## src/rtl/rv32i_types.sv

```systemverilog
// Shared RV32 type package.
// Provides the M-extension funct3 encoding used by the multiply/divide
// sequencer and the architecturally defined results for the divide
// special cases (divide by zero and signed overflow).
package rv32i_types;

    // funct3 encoding of the RV32M instructions
    typedef enum logic [2:0] {
        MULDIV_MUL    = 3'b000,
        MULDIV_MULH   = 3'b001,
        MULDIV_MULHSU = 3'b010,
        MULDIV_MULHU  = 3'b011,
        MULDIV_DIV    = 3'b100,
        MULDIV_DIVU   = 3'b101,
        MULDIV_REM    = 3'b110,
        MULDIV_REMU   = 3'b111
    } muldiv_ops;

    // Quotient returned for a divide by zero
    localparam logic [31:0] MULDIV_DIV0_Q = 32'hFFFF_FFFF;
    // Quotient returned for signed overflow (most negative / -1)
    localparam logic [31:0] MULDIV_OVF_Q  = 32'h8000_0000;

    // div/divu/rem/remu all have funct3[2] set
    function automatic logic is_div_op(input muldiv_ops op);
        return op[2];
    endfunction

    // rem/remu have funct3[1] set within the divide group
    function automatic logic is_rem_op(input muldiv_ops op);
        return op[2] & op[1];
    endfunction

endpackage

```

## src/rtl/muldiv_seq_if.sv

```systemverilog
// Issue/result interface between the EX-stage control unit and the
// iterative multiply/divide sequencer.
//   start  : issue request (control -> sequencer)
//   op     : RV32M funct3
//   a, b   : rs1 / rs2 operands
//   flush  : abort any in-flight operation
//   busy   : sequencer is working, stall the pipeline
//   done   : one-cycle pulse, result valid
//   result : 32-bit result, held until the next operation completes
interface muldiv_seq_if;
    import rv32i_types::*;

    logic        start;
    muldiv_ops   op;
    logic [31:0] a;
    logic [31:0] b;
    logic        flush;
    logic        busy;
    logic        done;
    logic [31:0] result;

    modport master (
        output start, op, a, b, flush,
        input  busy, done, result
    );

    modport slave (
        input  start, op, a, b, flush,
        output busy, done, result
    );

endinterface

```

## src/rtl/muldiv_sign_fix.sv

```systemverilog
// Combinational sign correction and result select for the sequencer.
// Ports:
//   op     : operation being finished
//   acc    : 64-bit datapath value; product for multiplies,
//            {remainder, quotient} of the magnitudes for divides
//   neg_a  : dividend / multiplicand was treated as negative
//   neg_b  : divisor / multiplier was treated as negative
//   result : signed-corrected 32-bit result
module muldiv_sign_fix
    import rv32i_types::*;
#(
    parameter int WIDTH = 32
) (
    input  muldiv_ops              op,
    input  logic [2*WIDTH-1:0]     acc,
    input  logic                   neg_a,
    input  logic                   neg_b,
    output logic [WIDTH-1:0]       result
);

    logic [2*WIDTH-1:0] prod;
    logic [WIDTH-1:0]   quot;
    logic [WIDTH-1:0]   rem;

    // NOTE: every output of an always_comb gets a value on every path
    // (here unconditionally, then via a case with a default) so no latch
    // is inferred.
    always_comb begin
        prod = (neg_a ^ neg_b) ? -acc : acc;
        quot = (neg_a ^ neg_b) ? -acc[WIDTH-1:0] : acc[WIDTH-1:0];
        // The remainder follows the sign of the dividend only
        rem  = neg_a ? -acc[2*WIDTH-1:WIDTH] : acc[2*WIDTH-1:WIDTH];

        case (op)
            MULDIV_MUL:                              result = prod[WIDTH-1:0];
            MULDIV_MULH, MULDIV_MULHSU, MULDIV_MULHU: result = prod[2*WIDTH-1:WIDTH];
            MULDIV_DIV, MULDIV_DIVU:                 result = quot;
            default:                                 result = rem;
        endcase
    end

endmodule

```

## src/rtl/muldiv_seq.sv

```systemverilog
// Iterative RV32M multiply/divide sequencer for the EX stage.
// A radix-2 shift-add multiplier / restoring divider runs on operand
// magnitudes for 32 iterations; signs are fixed up on the way out.
// Ports:
//   clk   : clock, rising edge
//   rst_n : asynchronous active-low reset
//   bus   : muldiv_seq_if slave (start/op/a/b/flush in, busy/done/result out)
module muldiv_seq
    import rv32i_types::*;
#(
    parameter int WIDTH = 32
) (
    input  logic        clk,
    input  logic        rst_n,
    muldiv_seq_if.slave bus
);

    localparam int CW = $clog2(WIDTH);

    typedef logic [1:0] muldiv_state_t;
    localparam muldiv_state_t S_IDLE = 2'd0;
    localparam muldiv_state_t S_PREP = 2'd1;
    localparam muldiv_state_t S_CALC = 2'd2;
    localparam muldiv_state_t S_DONE = 2'd3;

    muldiv_state_t        state;
    muldiv_ops            op_q;
    logic [WIDTH-1:0]     a_q;
    logic [WIDTH-1:0]     b_q;
    logic [WIDTH-1:0]     mag_b;
    logic [WIDTH-1:0]     result_q;
    logic [2*WIDTH-1:0]   acc;
    logic [CW-1:0]        cnt;
    logic                 neg_a;
    logic                 neg_b;

    // PREP-cycle decode of the latched operands
    logic                 sgn_a;
    logic                 sgn_b;
    logic [WIDTH-1:0]     mag_a_c;
    logic [WIDTH-1:0]     mag_b_c;
    logic                 special;
    logic [WIDTH-1:0]     special_q;

    // One CALC iteration
    logic [WIDTH:0]       mul_sum;
    logic [WIDTH:0]       rem_sh;
    logic                 rem_ge;
    logic [WIDTH-1:0]     rem_new;
    logic [2*WIDTH-1:0]   acc_next;
    logic [WIDTH-1:0]     fix_result;

    always_comb begin
        sgn_a = (op_q inside {MULDIV_MUL, MULDIV_MULH, MULDIV_MULHSU, MULDIV_DIV, MULDIV_REM})
                & a_q[WIDTH-1];
        sgn_b = (op_q inside {MULDIV_MUL, MULDIV_MULH, MULDIV_DIV, MULDIV_REM})
                & b_q[WIDTH-1];
        mag_a_c = sgn_a ? -a_q : a_q;
        mag_b_c = sgn_b ? -b_q : b_q;

        special   = 1'b0;
        special_q = '0;
        if (is_div_op(op_q) && (b_q == '0)) begin
            special   = 1'b1;
            special_q = is_rem_op(op_q) ? a_q : MULDIV_DIV0_Q;
        end else if ((op_q == MULDIV_DIV || op_q == MULDIV_REM) &&
                     (a_q == MULDIV_OVF_Q) && (b_q == '1)) begin
            special   = 1'b1;
            special_q = is_rem_op(op_q) ? '0 : MULDIV_OVF_Q;
        end
    end

    always_comb begin
        // Multiply: add the multiplicand into the high half when the
        // multiplier LSB (held in the low half) is set, then shift right.
        mul_sum = {1'b0, acc[2*WIDTH-1:WIDTH]} + {1'b0, (acc[0] ? mag_b : '0)};

        // Divide: shift {rem,quot} left by one; the extra top bit keeps
        // the shifted remainder from overflowing before the trial subtract.
        rem_sh  = {acc[2*WIDTH-1:WIDTH], acc[WIDTH-1]};
        rem_ge  = (rem_sh >= {1'b0, mag_b});
        rem_new = rem_ge ? (rem_sh[WIDTH-1:0] - mag_b) : rem_sh[WIDTH-1:0];

        if (is_div_op(op_q)) begin
            acc_next = {rem_new, acc[WIDTH-2:0], rem_ge};
        end else begin
            acc_next = {mul_sum, acc[WIDTH-1:1]};
        end
    end

    // Sign fix sees the post-iteration value so the final CALC cycle can
    // register the finished result directly.
    muldiv_sign_fix #(.WIDTH(WIDTH)) u_sign_fix (
        .op     (op_q),
        .acc    (acc_next),
        .neg_a  (neg_a),
        .neg_b  (neg_b),
        .result (fix_result)
    );

    // NOTE: all sequential state uses non-blocking assignments so every
    // register samples the pre-edge values regardless of statement order.
    // NOTE: every register is in the async reset, including operands and
    // datapath, so no stale value from an aborted op can leak into the next.
    always_ff @(posedge clk or negedge rst_n) begin
        if (!rst_n) begin
            state    <= S_IDLE;
            op_q     <= MULDIV_MUL;
            a_q      <= '0;
            b_q      <= '0;
            mag_b    <= '0;
            acc      <= '0;
            cnt      <= '0;
            neg_a    <= 1'b0;
            neg_b    <= 1'b0;
            result_q <= '0;
        end else if (bus.flush) begin
            state <= S_IDLE;
        end else begin
            case (state)
                S_PREP: begin
                    neg_a <= sgn_a;
                    neg_b <= sgn_b;
                    mag_b <= mag_b_c;
                    acc   <= {{WIDTH{1'b0}}, mag_a_c};
                    cnt   <= CW'(WIDTH - 1);
                    if (special) begin
                        result_q <= special_q;
                        state    <= S_DONE;
                    end else begin
                        state <= S_CALC;
                    end
                end
                S_CALC: begin
                    acc <= acc_next;
                    cnt <= cnt - 1'b1;
                    if (cnt == '0) begin
                        result_q <= fix_result;
                        state    <= S_DONE;
                    end
                end
                default: begin
                    // IDLE and DONE both accept a new operation
                    if (bus.start) begin
                        op_q  <= bus.op;
                        a_q   <= bus.a;
                        b_q   <= bus.b;
                        state <= S_PREP;
                    end else begin
                        state <= S_IDLE;
                    end
                end
            endcase
        end
    end

    assign bus.busy   = (state == S_PREP) || (state == S_CALC);
    assign bus.done   = (state == S_DONE);
    assign bus.result = result_q;

endmodule

```

## src/flat_wrapper.sv

```systemverilog
// flat-port wrapper written by rule: the top's interface ports become plain ports
module muldiv_seq_flat import rv32i_types::*;
#(
    parameter int WIDTH = 32
)
  (clk, rst_n, bus_start, bus_op, bus_a, bus_b, bus_flush, bus_busy, bus_done, bus_result);
  muldiv_seq_if bus_i ();
  input  logic clk;
  input  logic rst_n;
  input wire logic [$bits(bus_i.start)-1:0] bus_start;
  input wire logic [$bits(bus_i.op)-1:0] bus_op;
  input wire logic [$bits(bus_i.a)-1:0] bus_a;
  input wire logic [$bits(bus_i.b)-1:0] bus_b;
  input wire logic [$bits(bus_i.flush)-1:0] bus_flush;
  output wire logic [$bits(bus_i.busy)-1:0] bus_busy;
  output wire logic [$bits(bus_i.done)-1:0] bus_done;
  output wire logic [$bits(bus_i.result)-1:0] bus_result;
  assign bus_i.start = bus_start;
  assign bus_i.op = bus_op;
  assign bus_i.a = bus_a;
  assign bus_i.b = bus_b;
  assign bus_i.flush = bus_flush;
  assign bus_busy = bus_i.busy;
  assign bus_done = bus_i.done;
  assign bus_result = bus_i.result;
  muldiv_seq #(.WIDTH(WIDTH)) u_core (.clk(clk), .rst_n(rst_n), .bus(bus_i));
endmodule
```

## config.mk

```make
export PLATFORM = sky130hd
export DESIGN_NAME = muldiv_seq_flat
export DESIGN_NICKNAME = d
export VERILOG_FILES = /design/src/rtl/rv32i_types.sv /design/src/rtl/muldiv_seq_if.sv /design/src/rtl/muldiv_sign_fix.sv /design/src/rtl/muldiv_seq.sv /design/src/flat_wrapper.sv
export SDC_FILE = /design/constraint.sdc
export NUM_CORES = 1
export LEC_CHECK = 0
export CAP_MARGIN = 20
export CORE_MARGIN = 2
export CORE_UTILIZATION = 50
export CTS_CLUSTER_DIAMETER = 80
export DETAILED_ROUTE_END_ITERATION = 8
export PLACE_DENSITY = 0.69
export SLEW_MARGIN = 20
export SYNTH_ARGS = -nofsm -noshare
export SYNTH_HDL_FRONTEND = slang
export SYNTH_SLANG_ARGS = --single-unit
```

## constraint.sdc

```tcl
create_clock -name clk -period 6.8 [get_ports clk]
set_input_delay 1.7 -clock clk [delete_from_list [all_inputs] [get_ports clk]]
set_output_delay 1.7 -clock clk [all_outputs]
set_load 0.02 [all_outputs]
```

==> flow_metrics.tcl, run 1 <==
set metrics [dict create \
    status "finished, final reports clean" \
    nNetsFinal 2436 \
    h_tree_lvl_count 1 \
    cts-resized-gates 0 \
    floorplan.die_area_mm2 0.03743 \
    syn_area_mm2 0.01795 \
    timing.critical_path.to_type "flop" \
    place_worst_setup_slack_ps 1245 \
    worst-path-buf-inv 1 \
    cts-buffers-inserted 25 \
    yosys_register_bits 204 \
    clk_root_buffer_cell "sky130_fd_sc_hd__clkbuf_16" \
    remaining_drc_errors 0 \
    cp-start-kind "flop" \
    grt_max_degree 138 \
    required_time_reported_for_the_critical_path_endpoint_ps 7250 \
    synth-edff-count 0 \
    finClkSkew_ps 19.02 \
    final-hold-violation-count 0 \
    firstDrtPassIters 5 \
    hold_path.class "flop to flop" \
    cp-startpoint "u_core.acc[41]" \
    per_cell_via_count_in_the_routed_design 6.504 \
    ctsLongestPathBuffers 3 \
    timing_worst_slew_pin_value_ps 1082 \
    achievable-frequency_ghz 0.1723 \
    rows 69 \
    max-cap-violations 0 \
    ys_top_cells_by_area "sky130_fd_sc_hd__dfrtp_1 28%, sky130_fd_sc_hd__o21ai_0 5.5%, sky130_fd_sc_hd__a21oi_1 5.5%, sky130_fd_sc_hd__ha_1 5.2%, sky130_fd_sc_hd__nor2_1 4.9%" \
    critical-path-slowest-cell "sky130_fd_sc_hd__o31a_2" \
    synth_seq_area_share_pct 28.44 \
    route.detailed.wl_per_inst_um 23.36 \
    finalSetupViolations 0 \
    pin_count 105 \
    route.antenna.remaining_nets 0 \
    clkSlewWorstSetupHoldPaths_ps 70 \
    async_reset_ff_share_pct 100.0 \
    synth.avg_cell_area_um2 7.973 \
    totalNegativeSetupSlack_ps 0 \
    dpl.cell_count 2723 \
    synth_top_cell_by_area "sky130_fd_sc_hd__dfrtp_1" \
    timing.critical_path.cells "ha_1 > a21oi_4 > o21ai_2 > a22o_4 > o31a_2 > nor2_4 > nor2_1 > a21oi_1 > ha_1 > o21ai_0 > nor4_1 > buf_4 > o2111a_1 > and3_1 > and2_1 > and4_1 > nor2_1 > xnor2_1 > nor2_1 > o41ai_1 > a21oi_1 > a21o_1" \
    synthTopCellsByCount "236 x sky130_fd_sc_hd__nor2_1, 226 x sky130_fd_sc_hd__nand2_1, 204 x sky130_fd_sc_hd__dfrtp_1" \
    critPathArrivalTime_ps 6260 \
    final_cells 2768 \
    die_w_um 193.5 \
    post-route-min-period_ps 5804 \
    buffer_ports.inserted 104 \
    core_area_mm2 0.03548 \
    area_growth_syn_to_layout_pct 12.65 \
    final-max-slew-violation-count 0 \
    crit_path_max_incr_delay_ps 530 \
    cpMostUsedCell "sky130_fd_sc_hd__nor2_1" \
    floorplan.initialDensity_pct 50.58 \
    cts_post_setup_buffers_inserted 0 \
    fraction_of_synthesized_cell_area_taken_by_the_top_area_cell_type_pct 28.44 \
    route.vias.total 18002 \
    grt_pass1_wl_mm 100.5 \
    detailedPlacementHpwl_mm 48.40 \
    netlist-cell-type-count 108 \
    post_synth_inst_count 2251 \
    critPathTopFamily "compound AO/OA/AOI/OAI gates" \
    grt_setup_unrepaired "false" \
    cts_tree "yes" \
    grt.total_usage_pct 33.75 \
    antenna_found_initial 2 \
    r2r_start "u_core.acc[41]" \
    floorplan.die.height_um 193.5 \
    cts-hold-fix-buffers 0 \
    hold_slack_ps 478.2 \
    synthFlopType "sky130_fd_sc_hd__dfrtp_1" \
    number_of_antenna_diodes 0 \
    wl_mm 64.66 \
    slew_margin_rel_pct 27.52 \
    tritoncts_num_sinks 204 \
    hold_path_startpoint "u_core.mag_b[17]" \
    grt_pass1_vias 16975 \
    finalWorstSetupSlack_ps 995.8 \
    final.period_utilization_pct 85.36 \
    synthMostInstantiatedCell "sky130_fd_sc_hd__nor2_1" \
    synth_warnings 0 \
    drtIter0Drc 1999 \
    syn_nets 2398 \
    insertion_delay_ps 570 \
    critical_path.max_fanout 14 \
    worst-setup-path-type "flop to flop" \
    grt.overflow.total 0 \
    place.gp.congestion 1.013 \
    final_layout_size_suffix_gt1_share_pct 9.970 \
]
==> path summary, 6_finish.rpt <==
check                           slack [ps]                     to  depth (start not counted)
worst max-delay path                  1000   u_core.bus.result[4]                         22
worst min-delay path                   480       u_core.mag_b[17]                          2
worst max register to register        1000   u_core.bus.result[4]                         22
worst min register to register         480       u_core.mag_b[17]                          2
max in group asynchronous             4420  u_core.bus.result[23]                          2
min in group asynchronous             1110          u_core.b_q[5]                          1
==> kinds of logic (layout without fill, tap and decap cells) <==
family | Yosys count | after routing | synth area share, %
simple gates | 773 | 773 | 20.74
compound gates | 720 | 720 | 25.94
buf+inv | 205 | 261 | 4.796
flops | 204 | 204 | 28.44
xor+xnor | 150 | 150 | 7.320
mux | 123 | 123 | 7.376
fa+ha+maj | 76 | 76 | 5.382
==> worst min-delay path: stages, from the launching register on <==
cell                      delay, ps
sky130_fd_sc_hd__dfrtp_1        340
sky130_fd_sc_hd__nand2_1         50
sky130_fd_sc_hd__o21ai_0         60
==> layer usage <==
layer  track usage [%]  part of all wire [%]
met1             49.16                    44
met2             48.58                    42
met3             7.392                   9.9
met4             12.98                   4.4
met5                 0                 0.017
==> final cells by class <==
| type | instances | area (um2) |
|---|---|---|
| timing repair buffer | 144 | 1370 |
| clock inverter | 9 | 141.4 |
| multi-input combinational | 1842 | 12010 |
| tap | 461 | 576.8 |
| inverter | 72 | 270.3 |
| fill | 3290 | 15270 |
| sequential | 204 | 5109 |
| clock buffer | 36 | 737.0 |
==> layout by cell type, fill, tap and decap left out, drive strengths merged, types with 26 or more instances in the layout <==
cell	n
dfrtp	204
nand2	229
nor2	239
clkdlybuf4s50	103
nand4	31
o31ai	26
a31oi	43
buf	40
a21oi	201
nor3	69
clkbuf	37
ha	74
mux2i	49
mux2	74
xnor2	85
or3	27
o21ai	220
nand3	41
a21o	39
inv	73
xor2	65
==> registers in the layout, indices dropped and copies added, names as in the netlist <==
name / count
u_core.state: 2
u_core.b_q: 32
u_core.op_q: 3
u_core.cnt: 5
u_core.bus.result: 32
u_core.acc: 64
u_core.neg_b: 1
u_core.mag_b: 32
u_core.a_q: 32
u_core.neg_a: 1
==> per-stage QoR <==
stage	instance area [um2]	util (%)
2_1_floorplan	17950	-
6_report	20220	56.98
4_1_cts	20210	56.96
3_3_place_gp	19330	54.48
5_1_grt	20220	56.98
3_5_place_dp	19330	54.48
Power of run 1 is left out: the tool's default activity adds up to more than one toggle a clock period on the data nets, which glitch-free logic cannot reach.
==> run 2, diff against run 1 <==
==> constraint.sdc (replaced) <==
create_clock -name clk -period 6.7 [get_ports clk]
set_input_delay 1.675 -clock clk [delete_from_list [all_inputs] [get_ports clk]]
set_output_delay 1.675 -clock clk [all_outputs]
set_load 0.02 [all_outputs]
==> run 2 against run 1 <==
Effect of this change:
- first-iteration DRC count grew 3.0%
- worst setup slack lost 440 ps
- non-clock buffer count shrank 5
- register-to-register slack lost 440 ps
- critical path type unchanged
- critical endpoint unchanged
==> flow_metrics.tcl, run 2 (same netlist as run 1, synthesis figures left out) <==
set metrics [dict create \
    timing_worst_slew_pin_value_ps 1033 \
    wl_mm 62.33 \
    highest_count_cells_in_the_layout_ignoring_fill_and_taps "235 x sky130_fd_sc_hd__nor2_1, 225 x sky130_fd_sc_hd__nand2_1, 203 x sky130_fd_sc_hd__dfrtp_1" \
    grt_pass1_vias 16676 \
    place.gp.congestion 1.025 \
    timing.critical_path.to_type "flop" \
    route.detailed.wl_per_inst_um 22.57 \
    achievable-frequency_ghz 0.1627 \
    cts_tree "yes" \
    cts-resized-gates 0 \
    hold_path.class "flop to flop" \
    firstDrtPassIters 5 \
    die_w_um 193.5 \
    final.period_utilization_pct 91.72 \
    layout_commonest_cell "sky130_fd_sc_hd__nor2_1" \
    slew_margin_rel_pct 30.82 \
    core_area_mm2 0.03548 \
    status "finished, final reports clean" \
    grt_setup_unrepaired "false" \
    route.vias.total 17892 \
    drtIter0Drc 2059 \
    floorplan.die_area_mm2 0.03743 \
    cp-start-kind "flop" \
    rows 69 \
    grt.total_usage_pct 32.55 \
    insertion_delay_ps 570 \
    worst-setup-path-type "flop to flop" \
    floorplan.die.height_um 193.5 \
    ctsLongestPathBuffers 3 \
    remaining_drc_errors 0 \
    clkSlewWorstSetupHoldPaths_ps 60 \
    detailedPlacementHpwl_mm 46.78 \
    flip_flop_count_of_the_largest_register_after_layout 64 \
    buffer_ports.inserted 104 \
    finClkSkew_ps 26.08 \
    pin_count 105 \
    cts-hold-fix-buffers 0 \
    area_growth_syn_to_layout_pct 12.42 \
    nNetsFinal 2431 \
    finalSetupViolations 0 \
    grt_pass1_wl_mm 97.65 \
    route.antenna.remaining_nets 0 \
    h_tree_lvl_count 1 \
    final_layout_size_suffix_gt1_share_pct 9.822 \
    final-max-slew-violation-count 0 \
    post-route-min-period_ps 6145 \
    critical_path.max_fanout 14 \
    max-cap-violations 0 \
    number_of_antenna_diodes 0 \
    clk_root_buffer_cell "sky130_fd_sc_hd__clkbuf_16" \
    per_cell_via_count_in_the_routed_design 6.478 \
    grt.overflow.total 0 \
    grt_max_degree 106 \
    totalNegativeSetupSlack_ps 0 \
    cts-buffers-inserted 25 \
    registers.top_by_ff_count "u_core.acc" \
    critPathArrivalTime_ps 6600 \
    cts_post_setup_buffers_inserted 0 \
    final-hold-violation-count 0 \
    antenna_found_initial 1 \
    required_time_reported_for_the_critical_path_endpoint_ps 7160 \
    tritoncts_num_sinks 204 \
    floorplan.initialDensity_pct 50.58 \
]
-- run 2: through the flow --
step / util [%] / cell area [um2] / instances / setup WS [ps] / hold WS, ps
global placement: 54.34 / 19280 / 2718 / 1004 / 462.1
CTS: 56.86 / 20180 / 2762 / 765.9 / 482.9
detailed placement: 54.36 / 19290 / 2718 / 778.8 / 467.6
finish: 56.86 / 20180 / 2762 / 554.7 / 477.7
global route: 56.86 / 20180 / 2762 / 233.4 / 501.1
floorplan: - / 17950 / 2251 / 1829 / 449.8
-- run 2: metal layers --
| layer | GRT usage [%] | up-vias | wire length (um) |
|---|---|---|---|
| met5 | 0 | - | 0 |
| met4 | 10.55 | 0 | 2171 |
| met3 | 5.718 | 114 | 5503 |
| met2 | 48.64 | 854 | 26580 |
| met1 | 47.57 | 8638 | 28070 |
| li1 | - | 8286 | - |
-- run 2: final cells by class --
class,count,area [um2]
tap,461,576.8
inverter,72,270.3
timing repair buffer,139,1320
multi-input combinational,1842,12010
fill,3255,15310
sequential,204,5109
clock buffer,33,715.7
clock inverter,11,172.7
-- run 2: worst paths after layout --
path / to / slack [ps] / depth (start not counted) / startpoint
setup / recovery: u_core.bus.result[4] / 550 / 21 / u_core.acc[49]
hold / removal: u_core.mag_b[15] / 480 / 2 / u_core.mag_b[15]
setup reg to reg: u_core.bus.result[4] / 550 / 21 / u_core.acc[49]
hold reg to reg: u_core.mag_b[15] / 480 / 2 / u_core.mag_b[15]
max in group asynchronous: u_core.a_q[23] / 4410 / 2 / rst_n
min in group asynchronous: u_core.b_q[7] / 1190 / 1 / rst_n
-- run 2: worst max-delay path: stages (launching register included) --
cell,delay (ps)
sky130_fd_sc_hd__dfrtp_1,430
sky130_fd_sc_hd__ha_1,390
sky130_fd_sc_hd__a21oi_1,230
sky130_fd_sc_hd__o21ai_1,140
sky130_fd_sc_hd__a211oi_1,430
sky130_fd_sc_hd__o21ai_2,340
sky130_fd_sc_hd__nor2_4,170
sky130_fd_sc_hd__nor2_1,160
sky130_fd_sc_hd__a21oi_1,280
sky130_fd_sc_hd__ha_1,290
sky130_fd_sc_hd__o21ai_0,180
sky130_fd_sc_hd__nor4_1,580
sky130_fd_sc_hd__o2111a_1,350
sky130_fd_sc_hd__and3_1,320
sky130_fd_sc_hd__and2_1,290
sky130_fd_sc_hd__and4_1,260
sky130_fd_sc_hd__nor2_1,60
sky130_fd_sc_hd__xnor2_1,240
sky130_fd_sc_hd__nor2_1,70
sky130_fd_sc_hd__o41ai_1,470
sky130_fd_sc_hd__a21oi_1,150
sky130_fd_sc_hd__a21o_1,180
Power of run 2 is left out for the same reason.
